<file path="src/rtl/cpu_opponent.sv">
// cpu_opponent: automated O player for the tic-tac-toe VGA game.
//
// On O's turn the player waits a visible think delay, scans the eight board
// lines one per cycle for a winning or blocking cell, picks a move and
// presents it through a valid/ack handshake. A rejected move triggers a
// rescan without repeating the think delay.
//
// Optional feature macro: CPU_LFSR_EN
//   defined   : fallback move (no win/block) is the first empty cell scanning
//               cyclically upward from a pseudo-random start cell.
//   undefined : fallback is centre, then corners 1,3,7,9, then edges 2,4,6,8.
//
// Ports:
//   clk        in   25 MHz pixel clock
//   rst        in   asynchronous reset, active-high
//   enable     in   CPU player selected; 0 forces IDLE
//   board      in   cells 1..9 packed, cell k at bits [2k-1:2k-2]
//   cpu_turn   in   game expects O's move
//   game_over  in   winner or draw declared
//   move_ack   in   game accepted the presented move (1-cycle pulse)
//   move_rej   in   game rejected the presented move (1-cycle pulse)
//   move_valid out  move request presented
//   move_pos   out  requested cell 1..9; 0 when idle
//   busy       out  high in any state other than IDLE
module cpu_opponent #(
  parameter int         THINK_CYCLES = 25000000,
  parameter logic [1:0] CPU_MARK     = 2'b10
) (
  input  logic        clk,
  input  logic        rst,
  input  logic        enable,
  input  logic [17:0] board,
  input  logic        cpu_turn,
  input  logic        game_over,
  input  logic        move_ack,
  input  logic        move_rej,
  output logic        move_valid,
  output logic [3:0]  move_pos,
  output logic        busy
);

  localparam int              CNT_W      = (THINK_CYCLES > 1) ? $clog2(THINK_CYCLES) : 1;
  localparam logic [CNT_W-1:0] THINK_LAST = CNT_W'(THINK_CYCLES - 1);
  localparam logic [1:0]      OPP_MARK   = 2'b01;
  localparam logic [1:0]      EMPTY      = 2'b00;

  typedef enum logic [2:0] {
    S_IDLE, S_THINK, S_SCAN, S_PICK, S_ISSUE, S_WAIT_TURN
  } state_t;

  state_t           state_q, state_d;
  logic [CNT_W-1:0] cnt_q, cnt_d;
  logic [2:0]       line_q, line_d;
  logic [3:0]       win_q, win_d;
  logic [3:0]       blk_q, blk_d;
  logic             move_valid_q, move_valid_d;
  logic [3:0]       move_pos_q, move_pos_d;
  logic             busy_q, busy_d;

  // Code of cell k (1..9); k=0 is never passed in.
  function automatic logic [1:0] cell_at(input logic [17:0] b, input logic [3:0] k);
    logic [4:0] lo;
    lo = {k, 1'b0} - 5'd2;
    return b[lo +: 2];
  endfunction

  // The three cells of scan line idx, packed {first, second, third}.
  function automatic logic [11:0] line_cells(input logic [2:0] idx);
    case (idx)
      3'd0:    return {4'd1, 4'd2, 4'd3};
      3'd1:    return {4'd4, 4'd5, 4'd6};
      3'd2:    return {4'd7, 4'd8, 4'd9};
      3'd3:    return {4'd1, 4'd4, 4'd7};
      3'd4:    return {4'd2, 4'd5, 4'd8};
      3'd5:    return {4'd3, 4'd6, 4'd9};
      3'd6:    return {4'd1, 4'd5, 4'd9};
      default: return {4'd3, 4'd5, 4'd7};
    endcase
  endfunction

`ifdef CPU_LFSR_EN
  logic [7:0] lfsr_q, lfsr_d;

  // Galois form of x^8 + x^6 + x^5 + x^4 + 1, shifting right.
  always_comb begin
    lfsr_d = {1'b0, lfsr_q[7:1]} ^ (lfsr_q[0] ? 8'hB8 : 8'h00);
  end

  always_ff @(posedge clk or posedge rst) begin
    if (rst) lfsr_q <= 8'h5A;
    else     lfsr_q <= lfsr_d;
  end

  // First empty cell scanning cyclically upward from (lfsr mod 9)+1.
  // Iterating from the far end lets the nearest empty cell overwrite last.
  function automatic logic [3:0] pick_fallback(input logic [17:0] b, input logic [7:0] r);
    int start;
    int c;
    logic [3:0] res;
    res   = 4'd0;
    start = int'(r) % 9;
    for (int j = 8; j >= 0; j--) begin
      c = ((start + j) % 9) + 1;
      if (cell_at(b, 4'(c)) == EMPTY) res = 4'(c);
    end
    return res;
  endfunction
`else
  // Centre, corners, edges; iterating from lowest priority upward lets the
  // most preferred empty cell overwrite last.
  function automatic logic [3:0] pick_fallback(input logic [17:0] b);
    logic [35:0] order;
    logic [3:0]  res;
    order = {4'd5, 4'd1, 4'd3, 4'd7, 4'd9, 4'd2, 4'd4, 4'd6, 4'd8};
    res   = 4'd0;
    for (int i = 0; i < 9; i++) begin
      if (cell_at(b, order[i*4 +: 4]) == EMPTY) res = order[i*4 +: 4];
    end
    return res;
  endfunction
`endif

  logic [11:0] lc;
  logic [1:0]  v0, v1, v2;
  logic [1:0]  n_cpu, n_opp, n_emp;
  logic [3:0]  empty_cell;
  logic [3:0]  pick;
  logic        abort;

  always_comb begin
    lc    = line_cells(line_q);
    v0    = cell_at(board, lc[11:8]);
    v1    = cell_at(board, lc[7:4]);
    v2    = cell_at(board, lc[3:0]);
    n_cpu = 2'(v0 == CPU_MARK) + 2'(v1 == CPU_MARK) + 2'(v2 == CPU_MARK);
    n_opp = 2'(v0 == OPP_MARK) + 2'(v1 == OPP_MARK) + 2'(v2 == OPP_MARK);
    n_emp = 2'(v0 == EMPTY) + 2'(v1 == EMPTY) + 2'(v2 == EMPTY);
    if (v0 == EMPTY)      empty_cell = lc[11:8];
    else if (v1 == EMPTY) empty_cell = lc[7:4];
    else                  empty_cell = lc[3:0];

    if (win_q != 4'd0)      pick = win_q;
    else if (blk_q != 4'd0) pick = blk_q;
    else
`ifdef CPU_LFSR_EN
                            pick = pick_fallback(board, lfsr_q);
`else
                            pick = pick_fallback(board);
`endif

    abort = ~enable | game_over;
  end

  always_comb begin
    state_d      = state_q;
    cnt_d        = cnt_q;
    line_d       = line_q;
    win_d        = win_q;
    blk_d        = blk_q;
    move_valid_d = move_valid_q;
    move_pos_d   = move_pos_q;

    case (state_q)
      S_IDLE: begin
        move_valid_d = 1'b0;
        move_pos_d   = 4'd0;
        cnt_d        = '0;
        if (enable && cpu_turn && !game_over) begin
          state_d = S_THINK;
          line_d  = 3'd0;
          win_d   = 4'd0;
          blk_d   = 4'd0;
        end
      end
      S_THINK: begin
        if (abort) begin
          state_d = S_IDLE;
        end else if (cnt_q == THINK_LAST) begin
          state_d = S_SCAN;
          line_d  = 3'd0;
        end else begin
          cnt_d = cnt_q + CNT_W'(1);
        end
      end
      S_SCAN: begin
        if (abort) begin
          state_d = S_IDLE;
        end else begin
          // Only the first qualifying line of each kind is kept.
          if (win_q == 4'd0 && n_cpu == 2'd2 && n_emp == 2'd1) win_d = empty_cell;
          if (blk_q == 4'd0 && n_opp == 2'd2 && n_emp == 2'd1) blk_d = empty_cell;
          if (line_q == 3'd7) state_d = S_PICK;
          else                line_d  = line_q + 3'd1;
        end
      end
      S_PICK: begin
        if (abort) begin
          state_d = S_IDLE;
        end else begin
          move_pos_d   = pick;
          move_valid_d = (pick != 4'd0);
          state_d      = (pick != 4'd0) ? S_ISSUE : S_WAIT_TURN;
        end
      end
      S_ISSUE: begin
        // Abort takes precedence over a same-cycle ack; ack beats reject.
        if (abort) begin
          state_d = S_IDLE;
        end else if (move_ack) begin
          move_valid_d = 1'b0;
          state_d      = S_WAIT_TURN;
        end else if (move_rej) begin
          move_valid_d = 1'b0;
          line_d       = 3'd0;
          win_d        = 4'd0;
          blk_d        = 4'd0;
          state_d      = S_SCAN;
        end
      end
      S_WAIT_TURN: begin
        // Hold off until the game has taken the turn away, so the same turn
        // cannot be played twice.
        if (!cpu_turn || abort) state_d = S_IDLE;
      end
      default: state_d = S_IDLE;
    endcase

    if (state_d == S_IDLE) begin
      move_valid_d = 1'b0;
      move_pos_d   = 4'd0;
    end
    busy_d = (state_d != S_IDLE);
  end

  always_ff @(posedge clk or posedge rst) begin
    if (rst) begin
      state_q      <= S_IDLE;
      cnt_q        <= '0;
      line_q       <= 3'd0;
      win_q        <= 4'd0;
      blk_q        <= 4'd0;
      move_valid_q <= 1'b0;
      move_pos_q   <= 4'd0;
      busy_q       <= 1'b0;
    end else begin
      state_q      <= state_d;
      cnt_q        <= cnt_d;
      line_q       <= line_d;
      win_q        <= win_d;
      blk_q        <= blk_d;
      move_valid_q <= move_valid_d;
      move_pos_q   <= move_pos_d;
      busy_q       <= busy_d;
    end
  end

  assign move_valid = move_valid_q;
  assign move_pos   = move_pos_q;
  assign busy       = busy_q;

endmodule

</file>
<file path="config.mk">
export PLATFORM = sky130hd
export DESIGN_NAME = cpu_opponent
export DESIGN_NICKNAME = d
export VERILOG_FILES = /design/src/rtl/cpu_opponent.sv
export SDC_FILE = /design/constraint.sdc
export NUM_CORES = 1
export LEC_CHECK = 0
export CAP_MARGIN = 40
export CELL_PAD_IN_SITES_DETAIL_PLACEMENT = 1
export CELL_PAD_IN_SITES_GLOBAL_PLACEMENT = 2
export CORE_ASPECT_RATIO = 1.4
export CORE_MARGIN = 8
export CORE_UTILIZATION = 25
export DETAILED_ROUTE_END_ITERATION = 12
export PLACE_DENSITY = 0.66
export SLEW_MARGIN = 30
export SYNTH_ARGS = -nofsm -noshare
export SYNTH_HDL_FRONTEND = slang
export SYNTH_SLANG_ARGS = --single-unit
</file>
<file path="constraint.sdc">
create_clock -name clk -period 5.4 [get_ports clk]
set_input_delay 0.81 -clock clk [delete_from_list [all_inputs] [get_ports clk]]
set_output_delay 0.81 -clock clk [all_outputs]
set_load 0.02 [all_outputs]
</file>
======== Word-level counts from Yosys, hierarchy flattened ========
Index checks and enable logic that the tools add are counted.
operators by class
  multipliers ............................. 0
  reduce and logical (&&, ||, !) cells .... 41
  div/mod/pow operators ................... 0
  equality and inequality tests ........... 36
  $add $sub $neg .......................... 11
  order comparisons ....................... 0
  bitwise operators ....................... 2
  multiplexer cells ....................... 57
  shift operators ......................... 3
operator list
  kind                                              count
  two-way mux 4 bit                                 23
  case mux 11 bit (7 select lines)                  1
  two-way mux 3 bit                                 18
  variable part select 18 x 6 -> 2 bit              3
  two-way mux 25 bit                                2
  case mux 25 bit (2 select lines)                  1
  adder 25 x 1 -> 25 bit, second input constant     1
  == test 25 bit, second input constant             1
  logical NOT 2 bit                                 12
  case mux 4 bit (3 select lines)                   2
  inequality test 2 bit, second input constant      11
  nonzero test 4 bit                                5
  == test 3 bit, second input constant              6
  case mux 3 bit (6 select lines)                   1
  subtractor 5 x 2 -> 5 bit, second input constant  3
  AND reduction 7 bit                               2
  == test 3 x 2 -> 1 bit, second input constant     4
  case mux 3 bit (4 select lines)                   1
  == test 2 bit, second input constant              5
  logical NOT 3 bit                                 3
  AND reduction 9 bit                               1
  nonzero test 3 bit                                3
  == test 2 x 1 -> 1 bit, second input constant     4
  logical NOT 4 bit                                 2
  other kinds (18)                                  35
storage, ports and cells
  bits in registers ....................... 45
  output and inout port bits .............. 6
  logic and storage cells ................. 158
  ROM bits ................................ 0
  memory bits (writable) .................. 0
  input bits .............................. 25
  memories ................................ 0
  bits in latches ......................... 0

======== Depth between registers and ports, before layout ========
  word-level depth ........................ 19
  gate-level depth with buffers ........... 22
  gate-level depth less buffers ........... 21

======== Least setup slack after synthesis ========
No wires, ideal clock.
  kind .................................... register to register
  start point ............................. reg line_q[1]
  end point ............................... reg win_q[1]
  setup slack ............................. 0.824 ns
  buffers on the path ..................... 1
  stages on the path, launching flop included .. 20
  arrival ................................. 4.441 ns
  period minus slack after synthesis ...... 4.576 ns
  required time ........................... 5.265 ns
  cells stage by stage .................... dfrtp_1 -> inv_1 -> ha_1 -> or3b_1 -> a211o_2 -> inv_2 -> buf_4 -> ha_1 -> xor2_1 -> mux2i_1 -> a22oi_1 -> a21oi_2 -> inv_2 -> fa_1 -> nor2b_1 -> and4b_1 -> o21ai_0 -> inv_1 -> o211ai_1 -> o22ai_1
between the ends
  word-level cells in the longest chain between the ends .. 12
  elaborated cells between the ends (all ways) .. 35
  classes of those cells .................. add/sub: 7; eq/ne: 12; shift: 3; mux: 6; reduce/logical: 7
ends and longest elaborated chain
  what                                         RTL line  text
  start: declaration                           53        logic [2:0] line_q, line_d;
  start signal: assignment                     248       line_q <= line_d;
  == test 3 bit, or another cell as far along  69        case (idx)
  case mux 11 bit (7 select lines) (*)         69
  subtractor 5 x 2 -> 5 bit                    63        lo = {k, 1'b0} - 5'd2;
  variable part select 18 x 6 -> 2 bit         64        return b[lo +: 2];
  == test 2 bit                                135       n_cpu = 2'(v0 == CPU_MARK) + 2'(v1 == CPU_MARK) + 2'(v2 == CPU_MARK);
  adder 1 x 1 -> 2 bit                         135
  adder 2 x 1 -> 2 bit                         135
  == test 2 bit                                190       if (win_q == 4'd0 && n_cpu == 2'd2 && n_emp == 2'd1) win_d = empty_cell;
  logical AND 1 bit (2 in series)              190
  inequality test 2 bit (no line)              -
  AND reduction 7 bit (no line)                -
  end signal: assignment                       249       win_q <= win_d;
  end: declaration                             54        logic [3:0] win_q, win_d;
Every way passes the cells marked *; elsewhere a longest branch is shown, timed or not. The select of a mux whose other input is x is not followed.
A chain may end at the register's enable or synchronous reset.

======== Worst setup path in the final report ========
  start point ............................. reg line_q[1]
  end point ............................... reg blk_q[2]
between the ends
  word-level cells in the longest chain between the ends .. 12
  elaborated cells between the ends (all ways) .. 35
  classes of those cells .................. add/sub: 7; eq/ne: 12; shift: 3; mux: 6; reduce/logical: 7
ends and longest elaborated chain
  what                                         RTL line  text
  == test 3 bit, or another cell as far along  69
  case mux 11 bit (7 select lines) (*)         69
  subtractor 5 x 2 -> 5 bit                    63
  variable part select 18 x 6 -> 2 bit         64
  == test 2 x 1 -> 1 bit                       136       n_opp = 2'(v0 == OPP_MARK) + 2'(v1 == OPP_MARK) + 2'(v2 == OPP_MARK);
  adder 1 x 1 -> 2 bit                         136
  adder 2 x 1 -> 2 bit                         136
  == test 2 bit                                191       if (blk_q == 4'd0 && n_opp == 2'd2 && n_emp == 2'd1) blk_d = empty_cell;
  logical AND 1 bit (2 in series)              191
  inequality test 2 bit (no line)              -
  AND reduction 7 bit (no line)                -
  end signal: assignment                       250       blk_q <= blk_d;
  end: declaration                             55        logic [3:0] blk_q, blk_d;
Marked as above.

==> summary.md <==
| Metric | Value |
|---|---|
| Status | completed |
| Cell Pwr Density | 186 mW/mm² |
| Synthesis-to-layout area growth | 16.0% |
| CP Data Arrival Time | 5.05 ns |
| Yosys reg bits | 45 |
| Largest net degree at the start of global routing | 46 |
| Final min period | 4.88 ns |
| Setup Skew | 0.00437 ns |
| Syn Area/Cell | 8.66 µm² |
| Tcrit/Tclk final | 90.3% |
| Worst Tran Pin Value | 0.745 ns |
| Die area | 0.0194 mm² |
| Syn Inst Count | 437 |
| Syn. warnings | 0 |
| Filler cells | 1772 |
| CTS buffer count | 5 |
| Initial DRC Count | 135 |
| Ant diodes | 0 |
| DRT Wirelength | 12.0 mm |
| GRT Overall Usage | 12.5% |
| Remaining Overflow, GRT | 0 |
| Port bufs | 30 |
| Mapped Area | 0.00378 mm² |
| Sequential share of the synthesized area | 29.8% |
| Top-area cell type share of the netlist area | 29.8% |
| Core Rows | 53 |
| Primary FF master, synth | dfrtp_1 |
| Vias | 3447 |
| Layout Nets | 493 |
| Post-route ant nets | 0 |
| Max Slew Vio Count | 0 |
| Leakage | 1.76 nW |
| H-tree levels | 2 |
| Worst setup SP type | flop |
| Drt via density | 5.32 |
| Number of enable flip-flop cells after synthesis | 0 |
| RD Place Congestion | 0.839 |
| First-pass DRT Iterations | 6 |
| Total power | 816 µW |
| CTS Sinks | 45 |
| Die Ht | 162 µm |
| Kind of critical path | reg -> reg |
| CP endpoint kind | flop |
| Clock Latency Late Sink | 0.29 ns |
| HPWL Detailed | 9.37 mm |
| Post-CTS Resized | 0 |
| Clock Tree Root | clkbuf_16 |
| Vias in the first global route | 3630 |
| Initial Utilization | 25.4% |
| CP Max Fanout | 14 |
| Unrepaired setup endpoints after global routing | false |
| Post-place setup slack | 0.434 ns |
| Worst-case clock buffer depth | 2 |
| Fmax | 205 MHz |
| Layout cells sized above 1 | 10.3% |
| First-pass GRT wire length | 19.7 mm |
| Initial antenna violation count | 0 |
| Ys async rst share | 100% |
| Cells after DPL | 640 |
| Largest area contributor in the netlist | dfrtp_1 |
| CTS clock-pin slew for the worst setup and hold paths | 0.06 ns |
| Final setup vio count | 0 |
| Max-slew headroom | 50.2% |
| CTS tree | done |
| WL/cell | 18.5 µm |
| CP required | 5.57 ns |
| Setup bufs post-CTS | 0 |
| Cell Count, Final, Fillers Out | 648 |
| I/O pins | 31 |
| Setup TNS Final | 0 ns |
| Worst setup margin | 0.524 ns |
| Final hold vios | 0 |
| Area after DPL | 0.00424 mm² |
| DR DRC count | 0 |
| Syn nets | 474 |
| DIE WIDTH | 120 µm |
| Netlist cell types | 72 |
| Max Cap Viol | 0 |
| CTS Hold Buffers Added | 0 |
| VDD IR max | 0.122 mV |
| Placeable core region | 0.0149 mm² |
| Ranking of synthesized cells by area | dfrtp_1 30%, nor2_1 4.7%, xor2_1 4.2% |
| HP Class | reg -> reg |
| Finished Cell Area | 0.00439 mm² |
[final cells by class]
cell class / instances / area, µm² / share of cell area [%]
Tap cell: 192 / 240 / 5.47
Inverter: 16 / 62.6 / 1.42
Sequential cell: 45 / 1130 / 25.6
Timing Repair Buffer: 36 / 343 / 7.81
Multi-Input combinational cell: 352 / 2480 / 56.4
Clock buffer: 7 / 143 / 3.25
[worst max-delay path, stage by stage (launching register included)]
cell and delay (ns):
dfrtp_1 0.42, inv_1 0.11, ha_1 0.46, or3b_1 0.39
a211o_2 0.41, inv_2 0.08, buf_4 0.22, mux2_2 0.36
mux4_2 0.50, a21oi_2 0.28, inv_2 0.11, fa_1 0.54
nor2b_1 0.05, and4b_1 0.18, o21ai_1 0.38, inv_1 0.11
nor2_1 0.10, a31oi_1 0.04
[cell families after synthesis]
logic type	Yosys count	share of synthesized area, %
compound gates	100	18.0
xor+xnor	18	4.17
fa+ha+maj	12	4.56
buf+inv	40	5.45
flops	45	29.8
mux	26	9.09
simple gates	196	29.0
[final timing paths]
| path | slack, ns | start | cells past startpoint | endpoint |
|---|---|---|---|---|
| max in group asynchronous | 4.05 | rst | 2 | cnt_q[7] |
| hold reg to reg | 0.51 | cnt_q[0] | 1 | cnt_q[0] |
| setup reg to reg | 0.52 | line_q[1] | 17 | blk_q[2] |
| min in group asynchronous | 0.94 | rst | 2 | move_pos[2] |
| hold / removal | 0.51 | cnt_q[0] | 1 | cnt_q[0] |
| setup / recovery | 0.52 | line_q[1] | 17 | blk_q[2] |
[cell usage after synthesis, types with 6 or more instances]
master    instances
nor2_1           47
dfrtp_1          45
nand2_1          29
a21oi_1          22
o21ai_0          20
nand3_1          18
xor2_1           18
clkbuf_1         15
inv_1            14
and3_1           13
mux2i_1          13
nand4_1          12
and2_1            9
ha_1              9
nand3b_1          9
nand2b_1          8
nor3_1            8
mux2_2            7
mux4_2            6
o21bai_1          6
o31ai_1           6
or3_1             6
[routing by layer]
| layer | global-route usage, % | vias to the layer above | wire, µm |
|---|---|---|---|
| met2 | 23.1 | 46 | 6360 |
| met4 | 5.24 | 0 | 306 |
| met1 | 14.0 | 1745 | 5090 |
| li1 | - | 1636 | - |
| met3 | 1.47 | 20 | 213 |
| met5 | 0 | - | 0 |
[stage by stage]
stage | hold slack [ns] | utilization (%)
2_1_floorplan | 0.470 | -
5_1_grt | 0.562 | 29.4
3_3_place_gp | 0.488 | 28.4
6_report | 0.509 | 29.4
3_5_place_dp | 0.504 | 28.4
4_1_cts | 0.516 | 29.4
[sequential cells by signal, summed over array words and instances, names as in the netlist]
name,count
move_pos,4
state_q,3
win_q,4
blk_q,4
line_q,3
move_valid,1
busy,1
cnt_q,25
[report_power, final]
group	switching (mW)	internal [mW]
sequential	0.00604	0.341
clock	0.129	0.182
combinational	0.0909	0.0665
[cell usage in the layout (no fill, tap or decap), drive strengths merged, types with 8 or more instances in the layout]
| cell | synthesis | layout |
|---|---|---|
| a21oi | 23 | 23 |
| and2 | 10 | 10 |
| and3 | 13 | 13 |
| clkdlybuf4s50 | 0 | 30 |
| dfrtp | 45 | 45 |
| ha | 9 | 9 |
| inv | 16 | 16 |
| mux2i | 13 | 13 |
| nand2 | 29 | 29 |
| nand2b | 8 | 8 |
| nand3 | 19 | 19 |
| nand3b | 9 | 9 |
| nand4 | 12 | 12 |
| nor2 | 47 | 47 |
| nor3 | 9 | 9 |
| o21ai | 21 | 21 |
| xor2 | 18 | 18 |
(Power assumes the default switching activity.)
